$ cat src/rtl/ladybird_irq_controller_pkg.sv
// Shared sizing, register map and FSM encoding for the interrupt controller.
package ladybird_irq_controller_pkg;

  localparam int unsigned N_IRQ_SRC  = 8;
  localparam int unsigned IRQ_ID_W   = $clog2(N_IRQ_SRC);
  localparam int unsigned CFG_ADDR_W = 2;

  typedef enum logic [CFG_ADDR_W-1:0] {
    IRQ_ENABLE = 2'd0,
    IRQ_EDGE   = 2'd1,
    IRQ_CLEAR  = 2'd2,
    IRQ_STATUS = 2'd3
  } irq_reg_e;

  typedef enum logic [1:0] {
    IRQ_IDLE    = 2'd0,
    IRQ_CLAIMED = 2'd1,
    IRQ_GAP     = 2'd2
  } irq_state_e;

endpackage

$ cat src/rtl/ladybird_irq_controller_priority_encoder.sv
// Finds the first set request bit, searching upward from start and wrapping.
module ladybird_irq_priority_encoder
  import ladybird_irq_controller_pkg::*;
#(
  parameter int unsigned N_SRC = N_IRQ_SRC,
  parameter int unsigned ID_W  = $clog2(N_SRC)
) (
  input  logic [N_SRC-1:0] req,
  input  logic [ID_W-1:0]  start,
  output logic             found,
  output logic [ID_W-1:0]  idx
);

  int unsigned pos;

  // Walk from the farthest candidate back to start so the nearest hit wins.
  always_comb begin
    found = 1'b0;
    idx   = '0;
    pos   = 0;
    for (int k = int'(N_SRC) - 1; k >= 0; k--) begin
      pos = (32'(start) + 32'(k)) % N_SRC;
      if (req[ID_W'(pos)]) begin
        found = 1'b1;
        idx   = ID_W'(pos);
      end
    end
  end

endmodule

$ cat src/rtl/ladybird_irq_controller.sv
// Interrupt controller: per-source latching/masking plus a claim/complete FSM.
// Optional: LADYBIRD_IRQ_ROUND_ROBIN_EN rotates the selection start past the last claim.
module ladybird_irq_controller
  import ladybird_irq_controller_pkg::*;
#(
  parameter int unsigned N_SRC = N_IRQ_SRC,
  parameter int unsigned ID_W  = $clog2(N_SRC)
) (
  input  logic                  clk,
  input  logic                  rst,
  input  logic [N_SRC-1:0]      src_i,
  input  logic                  cfg_we,
  input  logic [CFG_ADDR_W-1:0] cfg_addr,
  input  logic [N_SRC-1:0]      cfg_wdata,
  output logic [N_SRC-1:0]      cfg_rdata,
  output logic                  irq_o,
  output logic                  claim_valid,
  output logic [ID_W-1:0]       claim_id,
  input  logic                  complete_i
);

  irq_state_e       state_q, state_d;
  logic [N_SRC-1:0] enable_q, edge_q, pending_q, pending_d, src_q;
  logic [N_SRC-1:0] eligible, edge_set, clear_wr, clear_done;
  logic             sel_found;
  logic [ID_W-1:0]  sel_idx, start_idx, claim_id_d;
  logic             irq_d, claim_valid_d, take_claim;
  irq_reg_e         cfg_reg;

  assign cfg_reg  = irq_reg_e'(cfg_addr);
  assign eligible = pending_q & enable_q;

  // Configuration registers
  always_ff @(posedge clk or posedge rst) begin
    if (rst) begin
      enable_q <= '0;
      edge_q   <= '0;
    end else if (cfg_we) begin
      case (cfg_reg)
        IRQ_ENABLE: enable_q <= cfg_wdata;
        IRQ_EDGE:   edge_q   <= cfg_wdata;
        default:    ;
      endcase
    end
  end

  always_comb begin
    case (cfg_reg)
      IRQ_ENABLE: cfg_rdata = enable_q;
      IRQ_EDGE:   cfg_rdata = edge_q;
      IRQ_CLEAR:  cfg_rdata = '0;
      IRQ_STATUS: cfg_rdata = eligible;
      default:    cfg_rdata = '0;
    endcase
  end

  // Edge sources latch until cleared; a new edge beats a same-cycle clear.
  assign edge_set   = src_i & ~src_q;
  assign clear_wr   = (cfg_we && cfg_reg == IRQ_CLEAR) ? cfg_wdata : '0;
  assign clear_done = (state_q == IRQ_CLAIMED && complete_i) ? (N_SRC'(1) << claim_id) : '0;
  assign pending_d  = (edge_q & ((pending_q & ~(clear_wr | clear_done)) | edge_set))
                    | (~edge_q & src_i);

  always_ff @(posedge clk or posedge rst) begin
    if (rst) begin
      src_q     <= '0;
      pending_q <= '0;
    end else begin
      src_q     <= src_i;
      pending_q <= pending_d;
    end
  end

`ifdef LADYBIRD_IRQ_ROUND_ROBIN_EN
  logic [ID_W-1:0] rr_ptr_q;

  always_ff @(posedge clk or posedge rst) begin
    if (rst) begin
      rr_ptr_q <= '0;
    end else if (take_claim) begin
      rr_ptr_q <= ID_W'((32'(sel_idx) + 32'd1) % N_SRC);
    end
  end

  assign start_idx = rr_ptr_q;
`else
  assign start_idx = '0;
`endif

  ladybird_irq_priority_encoder #(
    .N_SRC (N_SRC),
    .ID_W  (ID_W)
  ) u_prio (
    .req   (eligible),
    .start (start_idx),
    .found (sel_found),
    .idx   (sel_idx)
  );

  // State and registered outputs
  always_ff @(posedge clk or posedge rst) begin
    if (rst) begin
      state_q     <= IRQ_IDLE;
      irq_o       <= 1'b0;
      claim_valid <= 1'b0;
      claim_id    <= '0;
    end else begin
      state_q     <= state_d;
      irq_o       <= irq_d;
      claim_valid <= claim_valid_d;
      claim_id    <= claim_id_d;
    end
  end

  always_comb begin
    state_d = state_q;
    case (state_q)
      IRQ_IDLE:    if (sel_found) state_d = IRQ_CLAIMED;
      IRQ_CLAIMED: if (complete_i) state_d = IRQ_GAP;
      IRQ_GAP:     state_d = IRQ_IDLE;
      default:     state_d = IRQ_IDLE;
    endcase
  end

  // Outputs are decoded from the next state so they flip with the state flop.
  always_comb begin
    take_claim    = (state_q == IRQ_IDLE) && (state_d == IRQ_CLAIMED);
    irq_d         = (state_d == IRQ_CLAIMED);
    claim_valid_d = (state_d == IRQ_CLAIMED);
    claim_id_d    = claim_id;
    if (take_claim) claim_id_d = sel_idx;
  end

endmodule

$ cat config.mk
export PLATFORM = sky130hd
export DESIGN_NAME = ladybird_irq_controller
export DESIGN_NICKNAME = d
export VERILOG_FILES = /design/src/rtl/ladybird_irq_controller_pkg.sv /design/src/rtl/ladybird_irq_controller_priority_encoder.sv /design/src/rtl/ladybird_irq_controller.sv
export SDC_FILE = /design/constraint.sdc
export NUM_CORES = 1
export LEC_CHECK = 0
export CAP_MARGIN = 20
export CORE_AREA = 2 2 74 76
export DETAILED_ROUTE_END_ITERATION = 8
export DIE_AREA = 0 0 76 78
export PLACE_DENSITY_LB_ADDON = 0.3
export SYNTH_ARGS = -nofsm -noshare
export SYNTH_HDL_FRONTEND = slang
export SYNTH_HIERARCHICAL = 1
export SYNTH_SLANG_ARGS = --single-unit
$ cat constraint.sdc
create_clock -name clk -period 4.8 [get_ports clk]
set_input_delay 0.48 -clock clk [delete_from_list [all_inputs] [get_ports clk]]
set_output_delay 0.48 -clock clk [all_outputs]
set_load 0.005 [all_outputs]
==> results.cfg <==
[outcome]
status = completed

[power_and_ir_drop]
sw_frac_of_total_pct = 32.84
p_clk_share_pct = 22.1
seqPwrFrac_pct = 38.3
p_int_uw = 796.5
power_frac_comb_pct = 39.5
p_leak_nw = 1.323
powerDensity_mw_per_mm2 = 395.8
power.switching_uw = 389.5
peakVddDrop_mv = 0.2523

[final_layout]
fin_nets = 301
multi_input_area_mm2 = 0.001455
final_cells = 348
seq_area_um2 = 950.9
fill_cells = 429
area_growth_syn_to_layout_pct = 20.65
antenna_cells = 0
final_common_cell = dfrtp_1
drive_gt1_share_pct = 14.39
final_cell_mix = dfrtp_1 (38), clkdlybuf4s50_1 (34), nand2_1 (32)
finalInstanceArea_mm2 = 0.002997

[critical_path]
cp_max_fo = 15
path_buf_inv = 2
cp_cell_sequence = clkdlybuf4s50_1 > nand2_1 > o22ai_1 > clkdlybuf4s50_1
slowest_stage = clkdlybuf4s50_1
cp.required_ps = 4320
worst_ep_arrival_time_ps = 2490
crit_family = buffers and inverters
cpMostUsedCell = clkdlybuf4s50_1
setup.worst_path.start_class = primary input
cp_slowest_stage_delay_ps = 890
worstSetupEndpointType = output pin
critical_path_class = primary input to output pin

[clock_tree]
cts_resized = 0
cts_sinks = 38
cts_buffer_depth = 2
clk_pin_slew_ps = 70
htreeDepth = 2
insertion_delay_ps = 290
numCtsBuffers = 5
cts-root-buf = clkbuf_8
holdBufCountCts = 0
tritoncts = done
post_cts_buffers = 0

[global_routing]
antenna_found_initial = 0
grt.overflow.total = 0
grt_pass1_vias = 1957
grt_max_degree = 39
grt_first_pass_wirelength_um = 9294
track_usage_pct = 19.62

[logic_synthesis]
ys_types = 57
yosysWarnings = 6
synth_area_per_cell_um2 = 10.52
synthFlopType = dfrtp_1
synth_enable_flop_cells = 0
async_flop_share_pct = 100.0
yosysSeqAreaShare_pct = 38.29
synthCells = 236
syn_area_mm2 = 0.002484
ys_ff_latch = 38

[routing]
drt_first_pass_iters = 7
vias = 1964
drc = 0
wire_per_inst_um = 15.94
drtAntennaViolNets = 0
drtIter0Drc = 140
wirelength_um = 5546
via_per_inst = 5.644

[flow_run]
maxCapViolations = 0

[placement]
placed_area_mm2 = 0.002890
hpwlAfterDp_um = 4037
place_inst = 340
io_buffer_count = 34
place_congestion = 0.8775

[sta]
skew_ps = 2.697
drv_slew = 0
fin_crit_sh_pct = 61.87
fin_tns_setup_ps = 0
setup_violations = 0
worst_pin_slew_ps = 742.8
hold_violations = 0
rsz0062_at_grt = no
relSlewSlack_pct = 50.26
fmax_mhz = 336.7
whs_ps = 521.9
period_needed_ps = 2970

[min_path]
min_path_type = register to register

[floorplan]
initial_core_util_pct = 49.26
fp.dieH_um = 78
die_area_mm2 = 0.005928
io_pins = 35
coreArea_mm2 = 0.005042
rows = 26
die_x_um = 76
## final cells by class
type                    count  share of cell area [%]
multi-input cells         184                   48.56
flip-flops and latches     38                   31.73
repair buffers             35                   11.61
well taps                  70                   2.923
clock buffers               7                   2.547
inverters                  13                   1.628
clock inverters             1                   1.002
## sequential cells by signal (all words and copies together) (netlist names)
signal       cells
state_q          2
src_q            8
enable_q         8
claim_id         3
edge_q           8
claim_valid      1
pending_q        8
## cell usage after synthesis (2+ instances only)
master    count  share of area (%)
a21o_1        5                1.5
a21oi_1       9                1.8
a221oi_1      6                2.1
a22o_1        4                1.4
a31oi_1       3               0.76
and2_1        4                1.0
buf_2         2               0.40
buf_4         4                1.2
clkbuf_1      3               0.45
dfrtp_1      38                 38
ha_1          2                1.0
inv_1        13                2.0
mux2_2       23                 10
mux2i_1      11                4.4
mux4_1        5                5.3
mux4_2        5                4.5
nand2_1      32                4.8
nand3_1       4               0.81
nor2_1       10                1.5
nor2b_1       4                1.0
nor3_1        2               0.40
o21ai_0       4               0.81
o22ai_1       8                2.0
xor2_1        2               0.71
## path summary, 6_finish.rpt
kind	from	end	slack, ps	cells past startpoint
hold reg to reg	state_q[1]$_DFF_PP0_	state_q[1]$_DFF_PP0_	520	1
setup reg to reg	pending_q[5]$_DFF_PP0_	claim_id[0]$_DFFE_PP0P_	2220	8
hold / removal	state_q[1]$_DFF_PP0_	state_q[1]$_DFF_PP0_	520	1
min in group asynchronous	rst	pending_q[1]$_DFF_PP0_	600	3
setup / recovery	cfg_addr[0]	cfg_rdata[1]	1830	4
max in group asynchronous	rst	src_q[5]$_DFF_PP0_	3860	3
## routing by layer
layer / track usage [%] / routed length, um / vias up
met2: 33.13 / 2759 / 50
li1: - / - / 957
met1: 26.12 / 2499 / 950
met3: 2.907 / 216 / 7
met5: 0 / 0 / -
met4: 6.545 / 70 / 0
## through the flow
step | util [%] | worst slack, ps | power (mW)
finish | 59.43 | 1830 | 1.186
global route | 59.43 | 1778 | 1.263
CTS | 59.43 | 1848 | 1.189
detailed placement | 57.32 | 1841 | 0.9210
global placement | 57.32 | 1845 | 0.9122
floorplan | - | 2412 | 0.7641
## cell families after synthesis
logic type / Yosys count / synth area share [%]
muxes: 46 / 25.74
AOI/OAI and AO/OA: 54 / 15.37
xor gates and xnor gates: 3 / 1.058
and+or+nand+nor: 69 / 13.91
adders and majority gates: 2 / 1.007
other: 1 / 0.1510
buffers and inverters: 23 / 4.484
DFF: 38 / 38.29
## power by group through the flow
stage	Clock, mW	Combinational (mW)	Sequential, mW
floorplan	0	0.323	0.441
global placement	0	0.454	0.458
global route	0.282	0.515	0.466
detailed placement	0	0.462	0.459
CTS	0.268	0.466	0.455
finish	0.262	0.469	0.455
Note: power is estimated with default switching activity, not from simulation.
